<file path="src/rtl/fibo_datapath.sv">
// -----------------------------------------------------------------------------
// fibo_datapath
//   Execution stage slaved to the Fibonacci sequencing FSM. It holds a 4-entry
//   register file, a 3-bit-opcode ALU and a load mux that selects between n_in
//   and the ALU result. It reports a registered zero flag back to the FSM. On
//   each rising edge of done it captures one register-file entry as the result.
//   This block makes no sequencing decisions of its own.
//
// Parameters
//   WIDTH        data width of register file, ALU, n_in and result
//   RESULT_ADDR  register-file entry copied to result on the done rising edge
//
// Ports
//   clk           in   1      rising-edge clock
//   rst_n         in   1      asynchronous active-low reset
//   n_in          in   WIDTH  term index N, written to RF when load_data=1
//   alu_opcode    in   3      ALU operation
//   rd_addr1      in   2      RF read port A address -> ALU operand A
//   rd_addr2      in   2      RF read port B address -> ALU operand B
//   wrt_addr      in   2      RF write address
//   wrt_en        in   1      RF write enable
//   load_data     in   1      1: write data = n_in, 0: write data = ALU result
//   done          in   1      FSM completion indicator
//   zero_flag     out  1      registered: last written value was zero
//   result        out  WIDTH  captured Fibonacci term
//   result_valid  out  1      one-cycle pulse when result is updated
//   overflow      out  1      sticky ADD carry-out (FIBO_OVF_EN builds only)
//
// Build option
//   FIBO_OVF_EN   when defined, generates the sticky ADD carry-out flag.
//                 When undefined, overflow is tied to 0 and no carry logic
//                 exists.
// -----------------------------------------------------------------------------
module fibo_datapath #(
  parameter int         WIDTH       = 16,
  parameter logic [1:0] RESULT_ADDR = 2'd1
) (
  input  logic             clk,
  input  logic             rst_n,
  input  logic [WIDTH-1:0] n_in,
  input  logic [2:0]       alu_opcode,
  input  logic [1:0]       rd_addr1,
  input  logic [1:0]       rd_addr2,
  input  logic [1:0]       wrt_addr,
  input  logic             wrt_en,
  input  logic             load_data,
  input  logic             done,
  output logic             zero_flag,
  output logic [WIDTH-1:0] result,
  output logic             result_valid,
  output logic             overflow
);

  localparam logic [2:0] OP_ADD  = 3'b000;
  localparam logic [2:0] OP_SUB  = 3'b001;
  localparam logic [2:0] OP_DEC  = 3'b010;
  localparam logic [2:0] OP_INC  = 3'b011;
  localparam logic [2:0] OP_PASA = 3'b100;
  localparam logic [2:0] OP_PASB = 3'b101;
  localparam logic [2:0] OP_CLR  = 3'b110;
  localparam logic [2:0] OP_ONE  = 3'b111;

  localparam logic [WIDTH-1:0] ZERO_W = {WIDTH{1'b0}};
  localparam logic [WIDTH-1:0] ONE_W  = {{(WIDTH-1){1'b0}}, 1'b1};

  logic [WIDTH-1:0] r_rf [4];
  logic [WIDTH-1:0] w_op_a;
  logic [WIDTH-1:0] w_op_b;
  logic [WIDTH-1:0] w_alu_y;
  logic [WIDTH-1:0] w_wd;
  logic             w_done_rise;
  logic             r_done_q;
  logic             r_zero_flag;
  logic [WIDTH-1:0] r_result;
  logic             r_result_valid;

  // Reads are combinational. A write in the same cycle is not bypassed, so the
  // operands always reflect the value stored before this clock edge.
  assign w_op_a = r_rf[rd_addr1];
  assign w_op_b = r_rf[rd_addr2];

  // ALU: all results wrap modulo 2^WIDTH (DEC of 0 gives all-ones).
  always_comb begin
    w_alu_y = ZERO_W;
    case (alu_opcode)
      OP_ADD:  w_alu_y = w_op_a + w_op_b;
      OP_SUB:  w_alu_y = w_op_a - w_op_b;
      OP_DEC:  w_alu_y = w_op_a - ONE_W;
      OP_INC:  w_alu_y = w_op_a + ONE_W;
      OP_PASA: w_alu_y = w_op_a;
      OP_PASB: w_alu_y = w_op_b;
      OP_CLR:  w_alu_y = ZERO_W;
      OP_ONE:  w_alu_y = ONE_W;
      default: w_alu_y = ZERO_W;
    endcase
  end

  assign w_wd        = load_data ? n_in : w_alu_y;
  assign w_done_rise = done & ~r_done_q;

  // Register file: single write port, written when wrt_en is high.
  always_ff @(posedge clk or negedge rst_n) begin
    if (!rst_n) begin
      for (int i = 0; i < 4; i++) begin
        r_rf[i] <= ZERO_W;
      end
    end else if (wrt_en) begin
      r_rf[wrt_addr] <= w_wd;
    end
  end

  // Zero flag tracks the most recently written value and holds otherwise.
  always_ff @(posedge clk or negedge rst_n) begin
    if (!rst_n) begin
      r_zero_flag <= 1'b0;
    end else if (wrt_en) begin
      r_zero_flag <= (w_wd == ZERO_W);
    end
  end

  // Done capture. The result samples the pre-edge RF contents, so a write to
  // RESULT_ADDR on the same edge does not reach result.
  always_ff @(posedge clk or negedge rst_n) begin
    if (!rst_n) begin
      r_done_q       <= 1'b0;
      r_result       <= ZERO_W;
      r_result_valid <= 1'b0;
    end else begin
      r_done_q       <= done;
      r_result_valid <= w_done_rise;
      if (w_done_rise) begin
        r_result <= r_rf[RESULT_ADDR];
      end
    end
  end

`ifdef FIBO_OVF_EN
  logic [WIDTH:0] w_add_sum;
  logic           r_overflow;

  assign w_add_sum = {1'b0, w_op_a} + {1'b0, w_op_b};

  // Sticky carry-out of an ADD write. A load write starts a new computation
  // and clears the flag.
  always_ff @(posedge clk or negedge rst_n) begin
    if (!rst_n) begin
      r_overflow <= 1'b0;
    end else if (wrt_en && load_data) begin
      r_overflow <= 1'b0;
    end else if (wrt_en && (alu_opcode == OP_ADD) && w_add_sum[WIDTH]) begin
      r_overflow <= 1'b1;
    end
  end

  assign overflow = r_overflow;
`else
  assign overflow = 1'b0;
`endif

  assign zero_flag    = r_zero_flag;
  assign result       = r_result;
  assign result_valid = r_result_valid;

endmodule

</file>
<file path="config.mk">
export PLATFORM = sky130hd
export DESIGN_NAME = fibo_datapath
export DESIGN_NICKNAME = d
export VERILOG_FILES = /design/src/rtl/fibo_datapath.sv
export SDC_FILE = /design/constraint.sdc
export NUM_CORES = 1
export LEC_CHECK = 0
export CAP_MARGIN = 10
export CORE_MARGIN = 2
export CORE_UTILIZATION = 43
export DETAILED_ROUTE_END_ITERATION = 10
export GPL_TIMING_DRIVEN = 0
export SYNTH_ARGS = -nofsm -noshare
export SYNTH_HDL_FRONTEND = slang
export SYNTH_SLANG_ARGS = --single-unit
export TNS_END_PERCENT = 100
</file>
<file path="constraint.sdc">
create_clock -name clk -period 8.3 [get_ports clk]
set_input_delay 0.83 -clock clk [delete_from_list [all_inputs] [get_ports clk]]
set_output_delay 0.83 -clock clk [all_outputs]
set_load 0.05 [all_outputs]
</file>
# Word level (Yosys, flattened, before mapping)
# Index checks and enable logic that the tools add are counted.
[totals]
reg_bits = 83
word_cells = 42
[op_classes]
n_bitwise = 5
reduce_logical = 3
order_cmp = 4
eq_ne = 7
mux = 11
addsub = 4
[op_table]
columns = ["cell", "count"]
rows = [
  ["16-bit one-hot mux with 8 select lines", 1],
  ["16-bit 2-to-1 mux", 6],
  ["16-bit binary-select mux with 2-bit select", 2],
  ["64-bit bitwise mux", 1],
  ["16-bit demux with 2-bit select", 1],
  ["16-bit by 1-bit adder with 16-bit output, second input constant", 1],
  ["16-bit adder", 1],
  ["16-bit logical NOT", 1],
  ["16-bit by 1-bit subtractor with 16-bit output, second input constant", 1],
  ["16-bit subtractor", 1],
  ["3-bit == test, second input constant", 4],
  ["3-bit >= comparator, second input constant", 3],
  ["2-bit inverter with 3-bit output", 3],
  ["3-bit by 2-bit == test with 1-bit output, second input constant", 2],
  ["3-bit by 1-bit == test with 1-bit output, second input constant", 1],
  ["3-bit logical NOT", 1],
  ["3-bit by 1-bit < comparator with 1-bit output, second input constant", 1],
  ["1-bit bitwise AND", 1],
  ["1-bit logical AND", 1],
  ["1-bit inverter", 1],
]

# Longest topological paths before layout
# Gate-level depths: netlist (run 1).
[depth]
ltp_word = 8
depth_mapped = 18
depth_no_buf = 17

# Worst setup path before layout (run 1)
# OpenSTA, ideal clock, no wires.
[synth_timing]
path_kind = "input to register"
from = "in rd_addr2[0]"
to = "reg r_zero_flag (netlist: zero_flag)"
setup_time_ns = 0.067
setup_slack_ns = 3.444
required_time_ns = 8.233
n_path_buf = 1
t_arrival_ns = 4.789
path_stages = 17
cell_sequence = "buf_6 mux4_2 or3_4 or4b_4 or3_1 o21ai_0 nand2_1 o21ai_0 ha_1 a21o_1 a21o_1 a21oi_1 a21boi_0 o2111ai_1 nor3b_1 and4_1 a41o_1"
[synth_between]
elab_chain_cells = 8
word_cells_on_any_way = 9
cone_classes = "add/sub: 2; mux: 5; bitwise: 1; reduce/logical: 1"
[synth_lines]
columns = ["item", "line", "rtl"]
rows = [
  ["from (decl)", "43", "input logic [1:0] rd_addr2,"],
  ["2-bit inverter with 3-bit output (not written as such) (*)", "80", "assign w_op_b = r_rf[rd_addr2];"],
  ["16-bit binary-select mux with 2-bit select (*)", "80", ""],
  ["16-bit 2-to-1 mux (not written as such) (*) (2 in series)", "80", ""],
  ["16-bit subtractor / 16-bit adder (equally long branches)", "87, 86", ""],
  ["16-bit one-hot mux with 8 select lines (*)", "85", "case (alu_opcode)"],
  ["16-bit 2-to-1 mux (*)", "98", "assign w_wd = load_data ? n_in : w_alu_y;"],
  ["16-bit logical NOT (*)", "117", "r_zero_flag <= (w_wd == ZERO_W);"],
  ["to (signal assigned)", "117", ""],
  ["to (decl)", "73", "logic r_zero_flag;"],
]
# Every way passes the cells marked *; elsewhere a longest branch is shown, timed or not. The select of a mux whose other input is x is not followed.
# A chain may end at the register's enable or synchronous reset.

# Worst setup path in the final report (run 1)
[layout_timing]
from = "in alu_opcode[0]"
to = "reg r_zero_flag (netlist: zero_flag)"
[layout_between]
elab_chain_cells = 4
word_cells_on_any_way = 11
cone_classes = "eq/ne: 7; mux: 2; reduce/logical: 2"
[layout_lines]
columns = ["item", "line", "rtl"]
rows = [
  ["from (decl)", "41", "input logic [2:0] alu_opcode,"],
  ["3-bit == test (tied with other cells)", "85", ""],
  ["16-bit one-hot mux with 8 select lines (*)", "85", ""],
  ["16-bit 2-to-1 mux (*)", "98", ""],
  ["16-bit logical NOT (*)", "117", ""],
]
# Every way passes the cells marked *; elsewhere a longest branch is shown, timed or not.

==> results of run 1 <==
## per-stage QoR
stage | util [%] | instances | area, um2 | power (mW) | hold slack (ps)
5_1_grt | 51.7 | 817 | 6560 | 2.03 | 378
4_1_cts | 51.7 | 817 | 6560 | 1.89 | 364
3_3_place_gp | 49.2 | 801 | 6240 | 1.46 | 480
6_report | 51.7 | 817 | 6560 | 1.90 | 365
3_5_place_dp | 49.4 | 802 | 6260 | 1.49 | 488
2_1_floorplan | - | 588 | 5610 | 1.23 | 458
## metal layers
metal	vias up	GRT usage, %
met3	23	3.81
li1	2300	-
met2	211	36.3
met5	-	0
met4	0	7.53
met1	2444	34.1
## cells by family (layout without fill, tap and decap cells)
| logic type | after synthesis | after routing | share of synthesized area [%] |
|---|---|---|---|
| AOI/OAI and AO/OA | 179 | 179 | 19.4 |
| other | 1 | 1 | 0.0668 |
| xor gates and xnor gates | 6 | 6 | 0.937 |
| buffers and inverters | 47 | 104 | 3.37 |
| muxes | 61 | 61 | 18.6 |
| and+or+nand+nor | 192 | 192 | 16.2 |
| DFF | 83 | 83 | 37.0 |
| adders and majority gates | 19 | 19 | 4.37 |
## where the power goes
| part | internal [mW] | leakage [nW] | switching (mW) | total, mW |
|---|---|---|---|---|
| registers | 0.516 | 1.03 | 0.0935 | 0.610 |
| clock network | 0.247 | 0.146 | 0.147 | 0.394 |
| logic | 0.368 | 1.55 | 0.533 | 0.901 |
## layout make-up
cell class                 instances  share of cell area [%]
buffer                            39                    2.42
clock buffer                      13                    3.97
clock inverter                     2                   0.534
inverter                           8                   0.458
multi-input combinational        458                    51.0
sequential                        83                    31.7
tap                              172                    3.28
timing repair buffer              42                    6.64
## Yosys cell counts (10+ instances only)
master / number
a21oi_1: 40
clkbuf_1: 33
dfrtp_1: 83
ha_1: 18
mux2_2: 19
mux2i_1: 10
mux4_2: 29
nand2_1: 74
nor2_1: 53
nor3_1: 10
o21ai_0: 84
## state kept, by name (all words and copies together), names as in the netlist
register and flops:
r_done_q 1, result_valid 1, result 16, zero_flag 1, r_rf 64
## worst reg2reg max path: cells and delay by family, from the launching register on
kind / cells / cell delay [ps]
AND/OR/NAND/NOR: 5 / 1370
adder cells (fa/ha/maj): 1 / 360
multiplexers: 1 / 600
AO/OA/AOI/OAI: 7 / 2460
flip-flops: 1 / 420
XOR/XNOR: 1 / 180
## final timing paths
| path | from | to | slack, ps | cells past startpoint |
|---|---|---|---|---|
| setup reg to reg | r_rf[33]$_DFFE_PN0P_ | zero_flag$_DFFE_PN0P_ | 2840 | 15 |
| hold reg to reg | r_rf[7]$_DFFE_PN0P_ | r_rf[7]$_DFFE_PN0P_ | 500 | 2 |
| setup / recovery | alu_opcode[0] | zero_flag$_DFFE_PN0P_ | 2260 | 16 |
| max in group asynchronous | rst_n | result[14]$_DFFE_PN0P_ | 7340 | 2 |
| hold / removal | rst_n | r_rf[17]$_DFFE_PN0P_ | 360 | 1 |
| min in group clk | r_rf[7]$_DFFE_PN0P_ | r_rf[7]$_DFFE_PN0P_ | 500 | 2 |
==> results.toml, run 1 <==
[placed_design]
place_congestion = 0.893
post-place-ws_ps = 2160
io_buffers = 41
dp_hpwl_mm = 12.2

[clocking]
cts_buffers = 9
clock_latency_ps = 330
ctsHoldBuffers = 0
htree_levels = 3
cts_max_path_buffers = 2
cts_resized = 0
clock_sinks = 83
cts-root-buf = "clkbuf_16"
cts_tree = "built"
clk_pin_slew_ps = 60
cts_setup_buffers = 0

[final_layout]
area.sequential_um2 = 2080
drive_gt1_share_pct = 11.5
n_antenna_cell = 0
layout.nets = 690
final_common_cell = "o21ai_0"
multi_input_area_um2 = 3340
flow.area_growth_from_synthesis_pct = 16.9
n_fill_cell = 1194
layout_common_cells = "o21ai_0 (84), dfrtp_1 (83), nand2_1 (74)"

[floorplan]
start_util_pct = 44.3
die_area_um2 = 14000
fp.dieW_um = 118
die_y_um = 118
coreArea_um2 = 12700
ios = 49
num_rows = 41

[worst_setup_path]
cp_common_cell = "clkbuf_1"
path_class = "input port to register"
crit_chain = "clkbuf_1 > clkbuf_1 > buf_1 > nor2b_1 > clkbuf_1 > a21oi_1 > o22ai_1 > fa_1 > a211oi_1 > o21ai_0 > a41oi_1 > xnor2_1 > a222oi_1 > and4_1 > and4_1 > a41o_1"
worstPathMaxFanout = 10
critical_path_arrival_ps = 6310
crit_family = "compound AO/OA/AOI/OAI gates"
path_buf_inv = 4
cpPeakStageDelay_ps = 870
critPathCaptureType = "register"
crit_slowest_cell = "a222oi_1"
cp-start-kind = "input port"
crit_required_ps = 8570

[sta]
setup_viol = 0
worst_slew_pin_slew_ps = 1130
final_max_slew_viol_count = 0
finClkSkew_ps = 3.12
fmax_mhz = 166
slew_headroom_pct = 24.3
period_minus_slack_ps = 6040
fin_crit_sh_pct = 72.7
fin_tns_setup_ps = 0
rsz0062_at_grt = "no"
hold_viol = 0
worst_slack_ps = 2260

[global_route]
grt_overflow_total = 0
antenna_found_initial = 0
grt_first_pass_wirelength_mm = 26.3
grt_max_degree = 68
grt_pass1_vias = 4885
track_usage_pct = 23.6

[pwr]
p_per_area_nw_per_um2 = 291
leakage_nw = 2.72
peakVddDrop_v = 0.000168

[synth]
ys_ff_latch = 83
synth_edf_count = 0
syn-cell-area_um2 = 5610
synth_top_area_share_pct = 37.0
yosysWarningCount = 0
ys_seq_area_share_pct = 37.0
syn_inst = 588
synth_top_cell_by_area = "dfrtp_1"
syn_area_per_cell_um2 = 9.54
synth_area_leaders = "dfrtp_1 (37%), mux4_2 (12%), o21ai_0 (7.5%), nand2_1 (5.0%), ha_1 (4.0%)"
synth_cell_types = 65
async_reset_ff_share_pct = 100
synthFlopType = "dfrtp_1"
synth_fp_nets = 637

[routing]
first_pass_iters = 5
dr_total_vias = 4978
dr_wl_met3_mm = 1.03
wl_met1_mm = 7.37
antenna_left = 0
drt_wl_total_mm = 16.0
wl_per_cell_um = 19.6
avgViaCountPerCell = 6.09
drt_iter0_markers = 585
drc_errors = 0
top_layer = "met4"
met2_length_mm = 7.33

[run_status]
outcome = "completed"

[run]
drv_cap = 0

[min_path]
hold_class = "input port to async pin"
Note: power is estimated with default switching activity, not from simulation.
==> run 2, diff against run 1 <==
clock period = 5.05 ns   (was 8.3 ns; I/O delays follow)
==> run 2 against run 1 <==
Compared with the run above:
- setup slack worse by 2000 ps
- count of clock-buffer cells in the layout unchanged
- combinational power up 72%
- die area unchanged
- largest cell class unchanged
==> results.toml, run 2 (synthesis gave the netlist of run 1 again) <==
[final_layout]
largest_reg_flops = 64
final_util_pct = 52.6
flow.area_growth_from_synthesis_pct = 18.7
n_antenna_cell = 0
drive_gt1_share_pct = 13.8
layout.nets = 696
n_fill_cell = 1198
layout_common_cells = "o21ai_0 (83), dfrtp_1 (83), nand2_1 (74)"
largest-register = "r_rf"

[sta]
hold_viol = 0
setup_viol = 0
rsz0062_at_grt = "no"
final_max_slew_viol_count = 0
fin_tns_setup_ps = 0
finClkSkew_ps = 4.02
period_minus_slack_ps = 4810
slew_headroom_pct = 24.4
worst_slew_pin_slew_ps = 1130
fmax_mhz = 208
fin_crit_sh_pct = 95.2

[run_status]
outcome = "completed"

[pwr]
p_seq_share_pct = 31.3
peakVddDrop_v = 0.000276
p_clk_share_pct = 20.2
cell_internal_pwr_mw = 1.90
leakage_nw = 2.77
p_comb_share_pct = 48.5
power_switching_mw = 1.30
swShare_pct = 40.6
p_per_area_nw_per_um2 = 480

[placed_design]
io_buffers = 41
place_congestion = 0.893
dp_hpwl_mm = 12.2

[worst_setup_path]
worstPathMaxFanout = 7
critPathCaptureType = "register"
path_class = "register to register"
cp-start-kind = "register"
ff2ff_setup_slack_ps = 240
crit_required_ps = 5320
r2r.worst_path.cells = 16
r2r_end = "zero_flag$_DFFE_PN0P_"
critical_path_arrival_ps = 5070
r2r_start = "r_rf[34]$_DFFE_PN0P_"

[global_route]
grt_first_pass_wirelength_mm = 26.5
track_usage_pct = 23.7
grt_pass1_vias = 4887
grt_max_degree = 68
antenna_found_initial = 0
grt_overflow_total = 0

[clocking]
clock_sinks = 83
htree_levels = 3
cts_tree = "built"
cts-root-buf = "clkbuf_16"
cts_max_path_buffers = 2
clock_latency_ps = 330
cts_buffers = 9
clk_pin_slew_ps = 60

[routing]
avgViaCountPerCell = 6.09
antenna_left = 0
drt_iter0_markers = 511
wl_per_cell_um = 19.6
drt_wl_total_mm = 16.2
dr_total_vias = 5013
drc_errors = 0
first_pass_iters = 5

[floorplan]
start_util_pct = 44.3
coreArea_um2 = 12700
die_area_um2 = 14000
fp.dieW_um = 118
die_y_um = 118
num_rows = 41
ios = 49

[min_path]
hold_class = "input port to async pin"

[run]
drv_cap = 0
-- run 2: cell count changes in the layout (fill, tap and decap cells not counted), sizes merged --
cell  change
buf       +6
-- run 2: worst max-delay path, stage by stage, from the launching register on --
cell,delay (ps)
dfrtp_1,420
mux4_2,550
or3_4,450
or4b_4,540
or4_1,500
nor3_1,170
nor3_1,60
o21ai_0,180
nand2_1,100
ha_1,400
o21a_1,150
o21ai_0,70
nand2b_1,120
nand2_1,130
and4bb_1,280
a311oi_4,380
a41o_1,240
-- run 2: per-layer routing --
layer,GRT usage (%),up-vias,share of wire (%)
met5,0,-,0
met4,7.15,0,1.8
met3,3.86,21,6.7
met2,36.7,216,46
met1,34.2,2463,46
li1,-,2313,-
-- run 2: power groups by stage --
| stage | sequential [mW] | combinational [mW] | clock (mW) |
|---|---|---|---|
| 2_1_floorplan | 1.11 | 0.916 | 0 |
| 3_3_place_gp | 0.992 | 1.42 | 0 |
| 3_5_place_dp | 1.01 | 1.45 | 0 |
| 4_1_cts | 0.996 | 1.47 | 0.658 |
| 5_1_grt | 1.03 | 1.69 | 0.693 |
| 6_report | 1.00 | 1.55 | 0.646 |
-- run 2: repair_timing --
| action | 4_1_cts | 5_1_grt |
|---|---|---|
| pin swaps | 1 | 1 |
| hold endpoints to repair | 0 | 0 |
| setup endpoints to repair | 10 | 9 |
| resized for setup | 4 | 11 |
| hold buffers | 0 | 0 |
| setup buffers | 2 | 4 |
-- run 2: worst max path at each step --
stage | from | to | slack, ps | cells after the start
2_1_floorplan | rd_addr2[0] | zero_flag$_DFFE_PN0P_ | 520 | 17
3_3_place_gp | alu_opcode[0] | zero_flag$_DFFE_PN0P_ | -750 | 16
3_5_place_dp | alu_opcode[0] | zero_flag$_DFFE_PN0P_ | -770 | 16
4_1_cts | rd_addr2[1] | zero_flag$_DFFE_PN0P_ | 110 | 15
5_1_grt | r_rf[34]$_DFFE_PN0P_ | zero_flag$_DFFE_PN0P_ | 10 | 16
6_report | r_rf[34]$_DFFE_PN0P_ | zero_flag$_DFFE_PN0P_ | 240 | 16
-- run 2: area by class of cell --
class                           instances  area (um2)  area share (%)
Buffer                                 39         163            2.44
Clock buffer                           13         260            3.91
Clock inverter                          2        35.0           0.526
Inverter                                8        30.0           0.451
Multi-Input combinational cell        458        3400            51.1
Sequential cell                        83        2080            31.2
Tap cell                              172         215            3.23
Timing Repair Buffer                   48         480            7.21
-- run 2: metrics by stage --
step	setup WS (ps)	power [mW]	hold WS [ps]	instances	instance area, um2
global route	12.3	3.41	52.9	823	6660
global placement	-754	2.41	480	801	6240
floorplan	519	2.02	209	588	5610
detailed placement	-769	2.45	395	802	6260
CTS	114	3.13	39.3	819	6590
finish	245	3.20	44.9	823	6660
==> run 3, diff against run 2 <==
PLACE_DENSITY = 0.61   (was default)
==> run 3 against run 2 <==
Compared with the run above:
- die area stayed put
- setup slack lost 64 ps
- cell count fell by 0.36%
- clock skew rose by 2.5 ps
- critical endpoint unchanged
- highest routed layer unchanged
==> results.toml, run 3 (synthesis gave the netlist of run 1 again) <==
[sta]
period_minus_slack_ps = 4870
fmax_mhz = 205
final_max_slew_viol_count = 0
worst_slew_pin_slew_ps = 1090
slew_headroom_pct = 26.9
finClkSkew_ps = 6.51
setup_viol = 0
fin_crit_sh_pct = 96.4
worst_slack_ps = 181
hold_viol = 0
holdWs_ps = 20.9

[clocking]
clock_sinks = 83
cts_tree = "built"
clock_latency_ps = 330
cts_max_path_buffers = 2
cts-root-buf = "clkbuf_16"
cts_buffers = 9
htree_levels = 3
clk_pin_slew_ps = 60

[final_layout]
layout_common_cells = "o21ai_0 (83), dfrtp_1 (83), nand2_1 (74)"
flow.area_growth_from_synthesis_pct = 18.9
layout.nets = 692
final_area_um2 = 6670
largest-register = "r_rf"
largest_reg_flops = 64
n_antenna_cell = 0
layout.cells.non_filler = 820
drive_gt1_share_pct = 13.6
final_util_pct = 52.6

[routing]
drt_iter0_markers = 427
wl_per_cell_um = 19.6
dr_total_vias = 4988
antenna_left = 0
first_pass_iters = 5
drc_errors = 0
drt_wl_total_mm = 16.1
avgViaCountPerCell = 6.08

[pwr]
p_per_area_nw_per_um2 = 484
leakage_nw = 2.77
peakVddDrop_v = 0.000271

[run_status]
outcome = "completed"

[worst_setup_path]
critPathCaptureType = "register"
worstPathMaxFanout = 5
crit_required_ps = 5320
path_class = "register to register"
ff2ff_setup_slack_ps = 180
critical_path_arrival_ps = 5140
cp-start-kind = "register"

[floorplan]
fp.dieW_um = 118
coreArea_um2 = 12700
ios = 49
die_y_um = 118
start_util_pct = 44.3
num_rows = 41
die_area_um2 = 14000

[global_route]
grt_overflow_total = 0
track_usage_pct = 23.7
antenna_found_initial = 0
grt_first_pass_wirelength_mm = 26.4
grt_pass1_vias = 4740
grt_max_degree = 71

[placed_design]
place_congestion = 0.891
io_buffers = 41
post-place-ws_ps = -677
dp_hpwl_mm = 12.3
place_area_um2 = 6260
dp_cells = 802

[min_path]
hold_class = "input port to async pin"

[run]
drv_cap = 0
## run 3: cell types whose count changed in the layout (fill, tap and decap cells not counted), sizes merged
cell	previous run	this run
clkbuf	46	45
bufinv	1	2
clkinvlp	0	1
buf	14	10
## run 3: what timing repair did
| action | in CTS | in global routing |
|---|---|---|
| pin swaps | 1 | 0 |
| hold buffers | 0 | 0 |
| resized for setup | 4 | 11 |
| endpoints found under the setup margin | 8 | 12 |
| setup buffers | 2 | 0 |
| gates cloned | 0 | 0 |
## run 3: per-stage QoR
step	setup TNS (ps)	power, mW
2_1_floorplan	0	2.02
3_3_place_gp	-6290	2.41
3_5_place_dp	-6040	2.46
4_1_cts	0	3.20
5_1_grt	-1.65	3.44
6_report	0	3.23
## run 3: area by class of cell
cell class / instances / area [um2]
clock inverter: 4 / 72.6
inverter: 8 / 30.0
sequential: 83 / 2080
fill: 1220 / 6000
clock buffer: 12 / 256
buffer: 39 / 163
timing repair buffer: 44 / 450
tap: 172 / 215
multi-input combinational: 458 / 3410
## run 3: critical path: stages, from the launching register on
cell and delay, ps:
dfrtp_1 430, mux4_2 550, or3_4 440, or3_1 340, a21oi_1 150, nor2_1 50
o22a_1 270, ha_1 260, a2111oi_0 420, o21ai_0 310, a41oi_2 390, xnor2_1 140
a221oi_2 540, and4_1 320, a41o_1 180
## run 3: final timing paths
path | depth (start not counted) | start | endpoint
setup / recovery | 14 | r_rf[34]$_DFFE_PN0P_ | zero_flag$_DFFE_PN0P_
hold reg to reg | 2 | r_rf[8]$_DFFE_PN0P_ | r_rf[8]$_DFFE_PN0P_
hold / removal | 1 | rst_n | r_rf[18]$_DFFE_PN0P_
max in group asynchronous | 2 | rst_n | r_rf[29]$_DFFE_PN0P_
min in group clk | 2 | r_rf[8]$_DFFE_PN0P_ | r_rf[8]$_DFFE_PN0P_
setup reg to reg | 14 | r_rf[34]$_DFFE_PN0P_ | zero_flag$_DFFE_PN0P_
## run 3: routing by layer
| metal | track usage (%) | wire length [um] | up-vias |
|---|---|---|---|
| li1 | - | - | 2313 |
| met1 | 35.5 | 7590 | 2476 |
| met2 | 36.8 | 7340 | 182 |
| met3 | 2.27 | 918 | 17 |
| met4 | 6.40 | 230 | 0 |
| met5 | 0 | 0 | - |
## run 3: report_power, final
part | internal [mW] | switching [mW] | total (mW)
logic | 0.624 | 0.894 | 1.52
registers | 0.848 | 0.152 | 1.00
clock network | 0.459 | 0.251 | 0.710
